[src/rtl/uart_pkg.sv]
// Shared UART definitions: bit-timing helper, RX state encoding, data width.
package uart_pkg;

   localparam int UART_DATA_W = 8;

   typedef enum logic [2:0] {
      RX_IDLE      = 3'd0,
      RX_START     = 3'd1,
      RX_DATA      = 3'd2,
      RX_PARITY    = 3'd3,
      RX_STOP      = 3'd4,
      RX_WAIT_HIGH = 3'd5
   } rx_state_t;

   // clk_fre in MHz; result truncates, matching the TX side so both agree on bit length.
   function automatic int cycles_per_bit(input int clk_fre, input int baud_rate);
      return (clk_fre * 1_000_000) / baud_rate;
   endfunction

endpackage

[src/rtl/sync_fifo_fwft.sv]
// First-word-fall-through FIFO; head visible on pop_data whenever not empty (0 when empty).
// Push accepted when not full or when popping the same cycle; level updates one cycle after.
module sync_fifo_fwft #(
   parameter int WIDTH = 8,
   parameter int DEPTH = 16
) (
   input  logic                     clk,
   input  logic                     rst_n,
   input  logic                     push,
   input  logic [WIDTH-1:0]         push_data,
   input  logic                     pop,
   output logic [WIDTH-1:0]         pop_data,
   output logic                     full,
   output logic                     empty,
   output logic [$clog2(DEPTH):0]   level
);

   localparam int PTR_W = $clog2(DEPTH);

   logic [WIDTH-1:0] mem [DEPTH];
   logic [PTR_W-1:0] wr_ptr;
   logic [PTR_W-1:0] rd_ptr;
   logic             do_push;
   logic             do_pop;

   assign full    = (level == (PTR_W+1)'(DEPTH));
   assign empty   = (level == '0);
   assign do_pop  = pop && !empty;
   assign do_push = push && (!full || do_pop);

   always_ff @(posedge clk or negedge rst_n) begin
      if (!rst_n) begin
         wr_ptr <= '0;
         rd_ptr <= '0;
         level  <= '0;
      end else begin
         if (do_push) wr_ptr <= wr_ptr + PTR_W'(1);
         if (do_pop)  rd_ptr <= rd_ptr + PTR_W'(1);
         case ({do_push, do_pop})
            2'b10:   level <= level + (PTR_W+1)'(1);
            2'b01:   level <= level - (PTR_W+1)'(1);
            default: level <= level;
         endcase
      end
   end

   always_ff @(posedge clk) begin
      if (do_push) mem[wr_ptr] <= push_data;
   end

   assign pop_data = empty ? '0 : mem[rd_ptr];

endmodule

[src/rtl/uart_rx_fifo.sv]
// 8N1 UART receiver (8E1 with UART_RX_PARITY_EN) feeding a FWFT FIFO on a valid/ready port.
// Byte valid one cycle after the stop sample; a full FIFO with no pop drops the byte and pulses overrun.
module uart_rx_fifo
   import uart_pkg::*;
#(
   parameter int CLK_FRE    = 27,
   parameter int BAUD_RATE  = 115200,
   parameter int FIFO_DEPTH = 16
) (
   input  logic                          clk,
   input  logic                          rst_n,
   input  logic                          rx_pin,
   output logic [7:0]                    rx_data,
   output logic                          rx_data_valid,
   input  logic                          rx_data_ready,
   output logic                          frame_err,
   output logic                          overrun,
`ifdef UART_RX_PARITY_EN
   output logic                          parity_err,
`endif
   output logic [$clog2(FIFO_DEPTH):0]   fifo_level
);

   localparam int CYCLES_PER_BIT = cycles_per_bit(CLK_FRE, BAUD_RATE);
   localparam int HALF_BIT       = CYCLES_PER_BIT / 2;
   localparam int CNT_W          = $clog2(CYCLES_PER_BIT);

   rx_state_t               state;
   rx_state_t               state_next;
   logic                    rx_meta;
   logic                    rx_sync;
   logic                    rx_prev;
   logic [CNT_W-1:0]        cnt;
   logic [2:0]              bit_idx;
   logic [UART_DATA_W-1:0]  shift_reg;
   logic                    half_tick;
   logic                    bit_tick;
   logic                    push_req;
   logic                    frame_stb;
   logic                    parity_stb;
   logic                    parity_fail;
   logic                    fifo_full;
   logic                    fifo_empty;

   assign half_tick = (cnt == CNT_W'(HALF_BIT - 1));
   assign bit_tick  = (cnt == CNT_W'(CYCLES_PER_BIT - 1));

   always_ff @(posedge clk or negedge rst_n) begin
      if (!rst_n) begin
         rx_meta <= 1'b1;
         rx_sync <= 1'b1;
         rx_prev <= 1'b1;
      end else begin
         rx_meta <= rx_pin;
         rx_sync <= rx_meta;
         rx_prev <= rx_sync;
      end
   end

   always_ff @(posedge clk or negedge rst_n) begin
      if (!rst_n) state <= RX_IDLE;
      else        state <= state_next;
   end

   always_comb begin
      state_next = state;
      case (state)
         RX_IDLE:      if (rx_prev && !rx_sync) state_next = RX_START;
         RX_START:     if (half_tick) state_next = rx_sync ? RX_IDLE : RX_DATA;
`ifdef UART_RX_PARITY_EN
         RX_DATA:      if (bit_tick && bit_idx == 3'd7) state_next = RX_PARITY;
         RX_PARITY:    if (bit_tick) state_next = RX_STOP;
`else
         RX_DATA:      if (bit_tick && bit_idx == 3'd7) state_next = RX_STOP;
`endif
         RX_STOP:      if (bit_tick) state_next = rx_sync ? RX_IDLE : RX_WAIT_HIGH;
         RX_WAIT_HIGH: if (rx_sync) state_next = RX_IDLE;
         default:      state_next = RX_IDLE;
      endcase
   end

   // Stop bit decides the fate of the byte: framing beats parity, parity beats push.
   always_comb begin
      push_req   = 1'b0;
      frame_stb  = 1'b0;
      parity_stb = 1'b0;
      if (state == RX_STOP && bit_tick) begin
         if (!rx_sync)         frame_stb  = 1'b1;
         else if (parity_fail) parity_stb = 1'b1;
         else                  push_req   = 1'b1;
      end
   end

   always_ff @(posedge clk or negedge rst_n) begin
      if (!rst_n) begin
         cnt       <= '0;
         bit_idx   <= '0;
         shift_reg <= '0;
         frame_err <= 1'b0;
         overrun   <= 1'b0;
      end else begin
         if (state_next != state || bit_tick) cnt <= '0;
         else                                 cnt <= cnt + CNT_W'(1);
         if (state != RX_DATA)  bit_idx <= '0;
         else if (bit_tick)     bit_idx <= bit_idx + 3'd1;
         if (state == RX_DATA && bit_tick) shift_reg <= {rx_sync, shift_reg[7:1]};
         frame_err <= frame_stb;
         overrun   <= push_req && fifo_full && !rx_data_ready;
      end
   end

`ifdef UART_RX_PARITY_EN
   logic par_bit;

   always_ff @(posedge clk or negedge rst_n) begin
      if (!rst_n) begin
         par_bit    <= 1'b0;
         parity_err <= 1'b0;
      end else begin
         if (state == RX_PARITY && bit_tick) par_bit <= rx_sync;
         parity_err <= parity_stb;
      end
   end

   // Even parity: data ones plus parity bit must be even.
   assign parity_fail = ^shift_reg ^ par_bit;
`else
   assign parity_fail = 1'b0;
`endif

   sync_fifo_fwft #(
      .WIDTH (UART_DATA_W),
      .DEPTH (FIFO_DEPTH)
   ) u_fifo (
      .clk       (clk),
      .rst_n     (rst_n),
      .push      (push_req),
      .push_data (shift_reg),
      .pop       (rx_data_ready),
      .pop_data  (rx_data),
      .full      (fifo_full),
      .empty     (fifo_empty),
      .level     (fifo_level)
   );

   assign rx_data_valid = !fifo_empty;

endmodule

[config.mk]
export PLATFORM = sky130hd
export DESIGN_NAME = uart_rx_fifo
export DESIGN_NICKNAME = d
export VERILOG_FILES = /design/src/rtl/uart_pkg.sv /design/src/rtl/sync_fifo_fwft.sv /design/src/rtl/uart_rx_fifo.sv
export SDC_FILE = /design/constraint.sdc
export NUM_CORES = 1
export LEC_CHECK = 0
export BUFFER_PORTS_ARGS = -buffer_cell sky130_fd_sc_hd__buf_2
export CORE_MARGIN = 8
export CORE_UTILIZATION = 60
export CTS_CLUSTER_DIAMETER = 80
export DETAILED_ROUTE_END_ITERATION = 12
export PLACE_DENSITY = 0.84
export REMOVE_ABC_BUFFERS = 1
export SETUP_SLACK_MARGIN = 0.4
export SYNTH_ARGS = -nofsm -noshare
export SYNTH_HDL_FRONTEND = slang
export SYNTH_SLANG_ARGS = --single-unit
[constraint.sdc]
create_clock -name clk -period 6.05 [get_ports clk]
set_clock_uncertainty 0.15 [all_clocks]
set_input_delay 1.21 -clock clk [delete_from_list [all_inputs] [get_ports clk]]
set_output_delay 1.21 -clock clk [all_outputs]
set_load 0.02 [all_outputs]
Word level (Yosys, flattened, before mapping)
Memory sizes are Yosys's and may differ from the RTL's.
Index checks and enable logic that the tools add are counted.
{"block": "word_totals", "ff_bits": 40, "ramBits": 128, "memories": 1}
{"block": "classes", "add_sub_neg": 6, "eq_ne": 12, "muxes": 19, "reduce_logical": 18}
{"memory": "u_fifo.mem", "words": 16, "width": 8, "rd": 1, "rd_ports_with_merged_regs": 0, "wr": 1, "line": "sync_fifo_fwft.sv:20", "source": "logic [WIDTH-1:0] mem [DEPTH];"}
{"operator": "$mux W3", "n": 8}
{"operator": "$mux W8", "n": 2}
{"operator": "$pmux W3 S5", "n": 1}
{"operator": "$pmux W5 S2", "n": 1}
{"operator": "$eq A3 B3 Y1 const B", "n": 3}
{"operator": "$add A4 B1 Y4 const B", "n": 2}
{"operator": "$add A8 B1 Y8 const B", "n": 1}
{"operator": "$eq A8 B7 Y1 const B", "n": 1}
{"operator": "$eq A8 B8 Y1 const B", "n": 1}
{"operator": "$logic_and A1 B1 Y1", "n": 8}
{"operator": "$mux W1", "n": 6}
{"operator": "$add A5 B1 Y5 const B", "n": 1}
{"operator": "$eq A5 B5 Y1 const B", "n": 1}
{"operator": "$logic_not A5 Y1", "n": 1}
{"operator": "$sub A5 B1 Y5 const B", "n": 1}
{"operator": "$logic_not A1 Y1", "n": 4}
{"operator": "$reduce_bool A2 Y1", "n": 2}
{"operator": "$add A3 B1 Y3 const B", "n": 1}
{"operator": "$eq A3 B1 Y1 const B", "n": 1}
{"operator": "$eq A3 B2 Y1 const B", "n": 1}
{"operator": "$logic_not A3 Y1", "n": 1}
{"operator": "$ne A3 B2 Y1 const B", "n": 1}
{"operator": "$ne A3 B3 Y1", "n": 1}
{"operator": "$eq A2 B1 Y1 const B", "n": 1}
{"operator": "other kinds (3)", "n": 4}

Logic depth before layout (Yosys ltp)
Gate-level depths: netlist of the first run.
{"block": "depth", "word_depth": 7, "depth_mapped": 12, "ltp_nobuf": 12}

Hierarchy
From an unflattened synthesis of the first run, not the netlist that was laid out.
{"block": "hier_totals", "hier_cells": 411, "hier_area_um2": 7141.8}
{"module": "sync_fifo_fwft", "n_inst": 1, "cells_each": 302, "area_each_um2": 5878.1, "seq_area_each_um2": 4169.0}
{"module": "uart_rx_fifo", "n_inst": 1, "cells_each": 109, "area_each_um2": 1263.7, "seq_area_each_um2": 679.4}

Worst setup path after synthesis of the first run
Ideal clock, no wire load.
{"block": "synth_timing", "path_type": "input to register", "start": "input port rx_data_ready", "end": "register u_fifo.level[4]", "arrival_time_ns": 2.925, "required_time_ns": 5.820, "setup_slack_ns": 2.895, "stages": 9, "path_buffers": 0, "cell_sequence": "nand3b_1 and2_2 inv_2 ha_1 ha_1 a21o_1 a21oi_1 mux2i_1 xnor2_1"}
{"block": "synth_via", "elab_chain_cells": 5}
{"item": "from (decl)", "line": "uart_rx_fifo.sv:15", "source": "input logic rx_data_ready,"}
{"item": "$logic_and A1 B1 Y1 *", "line": "sync_fifo_fwft.sv:28", "source": "assign do_pop = pop && !empty;"}
{"item": "$logic_or A1 B1 Y1", "line": "sync_fifo_fwft.sv:29", "source": "assign do_push = push && (!full || do_pop);"}
{"item": "$logic_and A1 B1 Y1", "line": "sync_fifo_fwft.sv:29"}
{"item": "$eq A2 B1 Y1 or $eq A2 B2 Y1 (tied branches)", "line": "sync_fifo_fwft.sv:39", "source": "case ({do_push, do_pop})"}
{"item": "$pmux W5 S2 or $reduce_bool A2 Y1 (tied branches)"}
{"item": "to (signal assigned)", "line": "sync_fifo_fwft.sv:40", "source": "2'b10: level <= level + (PTR_W+1)'(1);"}
{"item": "to (signal assigned)", "line": "sync_fifo_fwft.sv:41", "source": "2'b01: level <= level - (PTR_W+1)'(1);"}
{"item": "to (signal assigned)", "line": "sync_fifo_fwft.sv:42", "source": "default: level <= level;"}
{"item": "to (decl)", "line": "sync_fifo_fwft.sv:15", "source": "output logic [$clog2(DEPTH):0] level"}
Every way passes the cells marked *; elsewhere a longest branch is shown, timed or not.
A chain may end at the register's enable or synchronous reset.

Final worst setup path of the first run
{"block": "layout_timing", "start": "register u_fifo.rd_ptr[0]", "end": "output port rx_data[0]"}
{"block": "layout_via", "elab_chain_cells": 2}
{"item": "from (decl)", "line": "sync_fifo_fwft.sv:22", "source": "logic [PTR_W-1:0] rd_ptr;"}
{"item": "from (signal assigned)", "line": "sync_fifo_fwft.sv:38", "source": "if (do_pop) rd_ptr <= rd_ptr + PTR_W'(1);"}
{"item": "$mem_v2 Z16 W8"}
{"item": "$mux W8", "line": "sync_fifo_fwft.sv:51", "source": "assign pop_data = empty ? '0 : mem[rd_ptr];"}
{"item": "to (decl)", "line": "uart_rx_fifo.sv:13", "source": "output logic [7:0] rx_data,"}
Every way passes these cells.

==> metrics.txt, run 1 <==
CTS tree built; slowest library cell on the worst path dfrtp_2; # hold bufs at CTS 0; hpwl dp 8.21 mm; number of flops mapped to enable cells by yosys 128; DRC 0; Lkg Pwr 0.00316 uW; Die Wd 124 um; clock buffer depth 2; crit path capture type primary output; Initial Util 61.5%; # Max-Cap Violations 0; crit start category flop; placed inst area 7250 um2; max FFs per register 128; top-level I/O count 20; Post-synth ARST share 23.8%; CTS clock-pin slew for the worst setup and hold paths 0.07 ns; Area Overhead vs Synth 11.6%; Setup-failing EPs final 0; VDD IR max 0.248 mV; final WL 13.3 mm; Critical Path Max Stage Delay 0.59 ns; crit-path cells buf_4, mux4_2, mux2i_1, o22ai_1, buf_2; final instance area 7840 um2; Avg Cell Area, Syn 18.1 um2; clock root cell clkbuf_16; grt ovf 0; Core ar. 11,400 um2; Die Ht 124 um; crit path time final 3.97 ns; Antenna Cells 0; Tcrit/Tclk final 65.6%; Fillers 762; initial antenna violation count 0; routed vias/inst 6.31; CP Data Arrival Time 2.61 ns; hold_ws 0.204 ns; Setup TNS 0 ns; status finished, final reports clean; die area 15,400 um2; Mapped Cells 388; Netlist cell types 53; number of global-route vias before repair 3,874; # clock sinks 168; slew at the pin closest to its max-slew limit 1.08 ns; Hold Violations, Final 0; drt initial violations 343; Power Dens Cells 374 nW/um2; Crit Path Max Fanout 24; CP Data Required Time 4.69 ns; RSZ-0062 raised after global routing false; WS Path Type flop to primary output; post-CTS resize count 0; Synth Flop Type edfxtp_1; Via Count 3,595; pin count of the biggest net entering global routing 41; Post-CTS Setup Bufs 0; Mapped Area 7030 um2; clk_lat worst skew 0.42 ns; FP Rows 39; CTS Buf Count 17; Final ANT Viol Nets 0; total track usage 17.5%; post-synthesis sequential area ratio 69.0%; H-Tree Depth 4; synth warn 0; worst hold path type flop to flop; PortBufs 19; gpl congestion 0.788; Peak Freq 0.252 GHz; share of layout cells above drive strength 1 26.7%; Initial DRT Pass Iterations 4; Final Max Tran Viols 0; routed len/inst 23.3 um; final net count 433; synthesis-stage register bit count 168; slew margin rel. 27.8%; first-pass GRT wire length 21.0 mm
[critical path, delay by kind of cell, from the launching register on]
| kind | cells | cell delay [ns] |
|---|---|---|
| flip-flops | 1 | 0.59 |
| buffers and inverters | 2 | 0.67 |
| multiplexers | 2 | 0.80 |
| AO/OA/AOI/OAI | 1 | 0.12 |
[where the power goes]
part / internal, uW / switching (uW) / leakage [uW]
clock network: 617 / 456 / 0.000275
registers: 1280 / 116 / 0.00200
logic: 224 / 245 / 0.000888
total: 2120 / 817 / 0.00316
[Yosys cell counts, types with 3 or more instances]
library cell	instances	area share, %
a211oi_1	7	0.75
a21oi_1	5	0.36
and4_1	4	0.50
and4b_1	8	1.1
buf_2	7	0.50
clkbuf_1	7	0.37
dfrtp_1	37	13
dfstp_2	3	1.1
edfxtp_1	128	55
ha_1	14	2.5
inv_1	6	0.32
mux2_2	10	1.6
mux2i_1	17	2.4
mux4_2	32	10
nand2_1	13	0.69
nand3_1	7	0.50
nand4_1	4	0.36
nor2_1	5	0.27
nor4b_1	5	0.62
o21ai_0	5	0.36
o22ai_1	8	0.71
xnor2_1	12	1.5
xor2_1	5	0.62
[cells in the final DEF, fill, tap and decap left out, types with 3 or more instances in the layout]
cell,synthesis,final
mux2_2,10,10
and4_1,4,4
nand4_1,4,4
xnor2_1,12,12
nand3_1,7,7
dfrtp_1,37,36
and4b_1,8,8
dfstp_2,3,3
buf_4,0,6
mux4_2,32,32
xor2_1,5,5
nand2_1,13,13
ha_1,14,14
edfxtp_1,128,128
mux2i_1,17,17
o21ai_0,5,5
clkbuf_16,0,17
a21oi_1,5,5
clkinvlp_4,0,4
nor2_1,5,5
nor4b_1,5,5
o22ai_1,8,8
inv_6,0,6
buf_2,7,19
a211oi_1,7,7
inv_1,6,6
[through the flow]
step | setup WS, ns | utilization [%] | std cells | power [uW]
after floorplan | 2.29 | - | 370 | 1740
after global routing | 1.91 | 68.7 | 570 | 3040
after global placement | 2.50 | 63.5 | 538 | 1870
after detailed placement | 2.40 | 63.5 | 538 | 1880
final | 2.08 | 68.7 | 570 | 2930
after CTS | 2.04 | 68.7 | 570 | 2950
[layer usage]
metal	GRT usage [%]	wire length (um)	vias to the layer above	share of wire [%]
met4	5.53	189	0	1.4
met5	0	0	-	0
li1	-	-	1603	-
met1	21.8	5570	1864	42
met3	4.98	600	17	4.5
met2	29.0	6930	111	52
[worst paths after layout]
path,startpoint,slack [ns],end,cells after the start
worst max-delay path,u_fifo.rd_ptr[0],2.08,rx_data[0],5
worst min-delay path,rx_meta,0.20,rx_sync,0
worst max register to register,cnt[1],2.77,u_fifo.level[4],12
worst min register to register,rx_meta,0.20,rx_sync,0
max in group asynchronous,rst_n,4.34,u_fifo.rd_ptr[0],1
min in group asynchronous,rst_n,0.78,cnt[5],1
[cells by family (layout without fill, tap and decap cells)]
logic type | Yosys count | in the layout | share of synthesized area, %
fa+ha+maj | 15 | 15 | 2.78
flops | 168 | 168 | 69.0
compound gates | 34 | 34 | 3.22
simple gates | 70 | 70 | 6.91
xor+xnor | 17 | 17 | 2.12
mux | 59 | 59 | 14.3
buf+inv | 25 | 64 | 1.67
[final cells by class]
| type | count | area (um2) | share of cell area, % |
|---|---|---|---|
| sequential | 168 | 4850 | 61.8 |
| multi-input combinational | 195 | 2060 | 26.3 |
| clock buffer | 18 | 429 | 5.47 |
| tap | 143 | 179 | 2.28 |
| clock inverter | 14 | 160 | 2.04 |
| timing repair buffer | 25 | 140 | 1.79 |
| inverter | 7 | 26.3 | 0.335 |
Power figures use the tool's default switching activity.
==> run 2, diff against run 1 <==
- ABC_AREA: not set -> 1
- clock period: 6.05 -> 4 ns (I/O delays scaled with it)
==> metrics.txt, run 2 <==
Reg area 4850 um2 (unchanged); CP Data Arrival Time 2.48 ns (-0.13 ns); multi-input combinational cell area 2100 um2 (+2.1%); final WL 15.5 mm (+16%); hpwl dp 9.53 mm (+16%); Power Dens Cells 664 nW/um2 (+78%); Lkg Pwr 0.00331 uW (+4.8%); hold_ws 0.207 ns (+0.00320 ns); first-pass GRT wire length 24.4 mm (+16%); Setup-failing EPs final 0 (unchanged); Final Max Tran Viols 0 (unchanged); Initial Util 60.8% (-0.72 points); Via Count 4,657 (+30%); CTS clock-pin slew for the worst setup and hold paths 0.06 ns (about the same); Tcrit/Tclk final 85.7%; commonest non-fill, non-tap cell in the layout edfxtp_1; H-Tree Depth 4 (unchanged); Mapped Area 7210 um2 (+2.7%); worst reg2reg path endpoint u_fifo.level[4]; routed vias/inst 6.18 (-2.1%); Setup TNS 0 ns (unchanged); CTS tree built; post-CTS resize count 0 (unchanged); Netlist cell types 41 (-23%); Die Ht 126 um (+1.2%); worst hold path type flop to flop; routed len/inst 20.5 um (-12%); top-count cell post-synth edfxtp_1; share of layout cells above drive strength 1 12.4% (-14 points); worst hold path depth 0 (unchanged); drt initial violations 602 (+76%); gpl congestion 0.839 (+6.4%); Area Overhead vs Synth 10.4%; VDD IR max 0.448 mV (+81%); worst r2r path cells 14 (+2); synthesis-stage register bit count 168 (unchanged); crit path time final 3.43 ns; post-synthesis sequential area ratio 67.2% (-1.8 points); clock root cell clkbuf_16; # Max-Cap Violations 0 (unchanged); crit path capture type primary output; Post-CTS Setup Bufs 0 (unchanged); Die Wd 126 um (+1.2%); setup slack, reg-to-reg 1.20 ns (-1.57 ns); Antenna Cells 0 (unchanged); commonest non-fill, non-tap cells in the layout 128 x edfxtp_1, 73 x nor2_1, 48 x nand2_1; Min-Delay Endpoint rx_sync; total track usage 20.2% (+2.7 points); clock buffer depth 2 (unchanged); max FFs per register 128 (unchanged); Crit Path Max Fanout 36 (+50%); slew margin rel. 30.5% (+2.7 points); Hold Violations, Final 0 (unchanged); slew at the pin closest to its max-slew limit 1.04 ns (-0.0448 ns); Final ANT Viol Nets 0 (unchanged); RSZ-0062 raised after global routing false; # clock sinks 168 (unchanged); grt ovf 0 (unchanged); FP Rows 40 (+2.6%); Pwr Total 5290 uW (+80%); Initial DRT Pass Iterations 6 (+2); top cell type by total area after synthesis edfxtp_1; Post-synth top cells 128 x edfxtp_1, 73 x nor2_1, 48 x nand2_1; final net count 613 (+42%); number of flops mapped to enable cells by yosys 128 (unchanged); # hold bufs at CTS 0 (unchanged); Peak Freq 0.292 GHz; CP Data Required Time 3.05 ns (-1.64 ns); setup slack after layout 0.572 ns (-1.51 ns); number of global-route vias before repair 4,618 (+19%); crit start category flop; status finished, final reports clean; PortBufs 19 (unchanged); min-delay src rx_meta; synth top area cells edfxtp_1 53%, dfrtp_1 13%, nor2_1 3.8%, o21bai_1 3.4%, o21ai_0 2.6%; Post-synth ARST share 23.8% (unchanged); pre-CTS WS 1.13 ns (-1.27 ns); Avg Cell Area, Syn 12.5 um2 (-31%); Fillers 790 (+3.7%); clk_lat worst skew 0.42 ns (about the same); synth warn 0 (unchanged); post-synth top area share 53.3% (-1.4 points); WS Path Type flop to primary output; DRC 0 (unchanged); Core ar. 11,900 um2 (+3.9%); Synth Flop Type edfxtp_1; CTS Buf Count 17 (unchanged); top-level I/O count 20 (unchanged); initial antenna violation count 0 (unchanged); Worst R2R Start cnt[1]; pin count of the biggest net entering global routing 67 (+63%); Mapped Cells 578 (+49%); die area 15,800 um2 (+2.3%)
-- run 2: through the flow --
| step | instances | utilization, % | instance area [um2] |
|---|---|---|---|
| floorplan | 552 | - | 7070 |
| global placement | 722 | 62.5 | 7410 |
| detailed placement | 722 | 62.5 | 7410 |
| CTS | 754 | 67.1 | 7960 |
| global route | 754 | 67.1 | 7960 |
| finish | 754 | 67.1 | 7960 |
-- run 2: cell families (layout without fill, tap and decap cells) --
group | Yosys count | in the layout | synth area share, %
fa+ha+maj | 15 | 15 | 2.71
compound gates | 148 | 148 | 13.6
flops | 168 | 168 | 67.2
simple gates | 174 | 174 | 11.0
buf+inv | 58 | 87 | 3.63
mux | 1 | 1 | 0.208
xor+xnor | 14 | 14 | 1.70
-- run 2: worst max-delay path, cell delays in order (launching register included) --
cell	delay, ns
dfrtp_2	0.41
inv_2	0.42
buf_12	0.26
o21bai_1	0.09
o211ai_1	0.20
nand3_1	0.12
a21oi_1	0.29
buf_2	0.23
-- run 2: layout make-up --
class                           instances  area share, %
Inverter                               32           1.54
Multi-Input combinational cell        352           26.4
Sequential cell                       168           60.9
Clock buffer                           21           5.53
Timing Repair Buffer                   23           1.93
Tap cell                              147           2.31
Clock inverter                         11           1.34
-- run 2: worst max-delay path by stage --
stage                startpoint          to  slack [ns]  cells past startpoint
2_1_floorplan  u_fifo.rd_ptr[0]  rx_data[2]        0.51                      5
3_3_place_gp   u_fifo.rd_ptr[0]  rx_data[7]        1.13                      7
3_5_place_dp   u_fifo.rd_ptr[0]  rx_data[2]        1.13                      7
4_1_cts        u_fifo.rd_ptr[0]  rx_data[7]        0.58                      7
5_1_grt        u_fifo.rd_ptr[0]  rx_data[7]        0.46                      7
6_report       u_fifo.rd_ptr[0]  rx_data[7]        0.57                      7
-- run 2: report_power, final --
part / switching [uW] / internal, uW / total [uW]
Combinational: 1080 / 640 / 1720
Clock: 625 / 906 / 1530
Sequential: 104 / 1930 / 2030
-- run 2: routing by layer --
| metal | part of all wire (%) | wire length, um | global-route usage (%) |
|---|---|---|---|
| met3 | 8.3 | 1290 | 5.95 |
| met4 | 2.0 | 312 | 8.38 |
| met1 | 41 | 6340 | 25.6 |
| met5 | 0 | 0 | 0 |
| met2 | 49 | 7530 | 31.9 |
==> run 3, diff against run 2 <==
- ABC_AREA: 1 -> 0
- PLACE_DENSITY: 0.84 -> 0.88
- SKIP_LAST_GASP: not set -> 1
==> metrics.txt, run 3 (synthesis results as in run 1) <==
status finished, final reports clean; hpwl dp 8.52 mm (-11%); worst reg2reg path endpoint u_fifo.level[4]; Post-Place Cells 540 (-25%); Via Count 3,631 (-22%); worst setup path end rx_data[6]; Antenna Cells 0 (unchanged); CP Data Required Time 3.05 ns (about the same); Post-Layout Cell Count 571 (-24%); Hold Violations, Final 0 (unchanged); CTS tree built; worst hold path type flop to flop; Die Ht 124 um (-1.1%); Critical Path Max Stage Delay 0.68 ns (+0.26 ns); crit start category flop; CP delay by family, top multiplexers; final WL 13.6 mm (-12%); DRC 0 (unchanged); crit path time final 3.45 ns (+0.0182 ns); Initial DRT Pass Iterations 4 (-2); Util after Layout 68.8% (+1.7 points); met2 usage 29.4% (-2.5 points); met1 usage 23.4% (-2.2 points); gpl congestion 0.812 (-3.2%); VDD IR max 0.362 mV (-19%); drt initial violations 370 (-39%); total track usage 18.5% (-1.7 points); CTS Buf Count 17 (unchanged); clock root cell clkbuf_16; Worst path depth 5 (-2); top-level I/O count 20 (unchanged); H-Tree Depth 4 (unchanged); grt met3 use 4.89% (-1.1 points); clk_lat worst skew 0.42 ns (about the same); Final Max Tran Viols 0 (unchanged); Crit Path Max Fanout 21 (-42%); Core ar. 11,400 um2 (-3.7%); Worst R2R Start cnt[1]; PortBufs 19 (unchanged); Reg area 4850 um2 (unchanged); Power Dens Cells 561 nW/um2 (-16%); CTS clock-pin slew for the worst setup and hold paths 0.06 ns (about the same); slew at the pin closest to its max-slew limit 0.967 ns (-0.0711 ns); GRT busiest layer met2; Area Overhead vs Synth 11.8%; CP Launch Point u_fifo.rd_ptr[0]; clock buffer depth 2 (unchanged); final net count 435 (-29%); routed vias/inst 6.36 (+3.0%); Peak Freq 0.290 GHz (-0.53%); min-delay src rx_meta; Setup TNS 0 ns (unchanged); CP Data Arrival Time 2.50 ns (+0.02 ns); Final ANT Viol Nets 0 (unchanged); worst r2r path cells 12 (-2); crit-path cells buf_12, mux4_2, mux2i_1, o22ai_1, buf_2; grt ovf 0 (unchanged); commonest non-fill, non-tap cell in the layout edfxtp_1; Tcrit/Tclk final 86.2% (+0.45 points); Worst Path Buf+Inv 2 (-1); # hold bufs at CTS 0 (unchanged); setup slack, reg-to-reg 0.81 ns (-0.39 ns); Setup-failing EPs final 0 (unchanged); crit path capture type primary output; max FFs per register 128 (unchanged); # Max-Cap Violations 0 (unchanged); # clock sinks 168 (unchanged); die area 15,400 um2 (-2.3%); slew margin rel. 35.5% (+5.0 points); share of layout cells above drive strength 1 26.9% (+15 points); WS Path Type flop to primary output; number of global-route vias before repair 3,785 (-18%); Die Wd 124 um (-1.1%); pin count of the biggest net entering global routing 41 (-39%); post-CTS resize count 0 (unchanged); FP Rows 39 (-2.5%); Fillers 750 (-5.1%); slowest library cell on the worst path dfrtp_2; RSZ-0062 raised after global routing false; multi-input combinational cell area 2060 um2 (-2.1%); Initial Util 61.5% (+0.72 points); routed len/inst 23.9 um (+16%); Post-CTS Setup Bufs 0 (unchanged); Pwr Total 4410 uW (-17%); Lkg Pwr 0.00317 uW (-4.4%); initial antenna violation count 0 (unchanged); first-pass GRT wire length 21.7 mm (-11%); commonest non-fill, non-tap cells in the layout 128 x edfxtp_1, 36 x dfrtp_1, 32 x mux4_2
## run 3: power breakdown
part / internal [uW] / switching, uW
clock network: 918 / 662
registers: 1930 / 171
logic: 361 / 364
total: 3210 / 1200
## run 3: final cells by class
class / instances / share of cell area, %
timing repair buffer: 27 / 2.13
clock buffer: 17 / 5.41
tap: 143 / 2.28
multi-input combinational: 195 / 26.2
clock inverter: 14 / 1.91
sequential: 168 / 61.7
inverter: 7 / 0.334
## run 3: worst min path at each step
stage | slack [ns] | cells after the start | endpoint
after floorplan | 0.20 | 0 | rx_sync
after global placement | 0.20 | 0 | rx_sync
after detailed placement | 0.20 | 0 | rx_sync
after CTS | 0.21 | 0 | rx_sync
after global routing | 0.22 | 0 | rx_sync
final | 0.21 | 0 | rx_sync
## run 3: worst register-to-register path, cell delays in order, from the launching register on
cell and delay [ns]:
dfrtp_1 0.41, inv_1 0.09, ha_1 0.14, nand3b_1 0.14, nor3_2 0.32, and2_2 0.34, inv_2 0.10, ha_1 0.28
fa_1 0.44, a21o_1 0.18, a21oi_1 0.17, mux2i_1 0.23, xnor2_1 0.13
## run 3: stage by stage
step	worst slack (ns)	instance area, um2	hold WS (ns)
after floorplan	0.646	6930	0.195
after global placement	0.951	7280	0.197
after detailed placement	0.821	7280	0.202
after CTS	0.490	7860	0.211
after global routing	0.418	7860	0.216
final	0.554	7860	0.213
## run 3: per-layer routing
layer / vias up / wire length [um]
li1: 1609 / -
met1: 1860 / 5750
met2: 141 / 6800
met3: 21 / 801
met4: 0 / 274
met5: - / 0
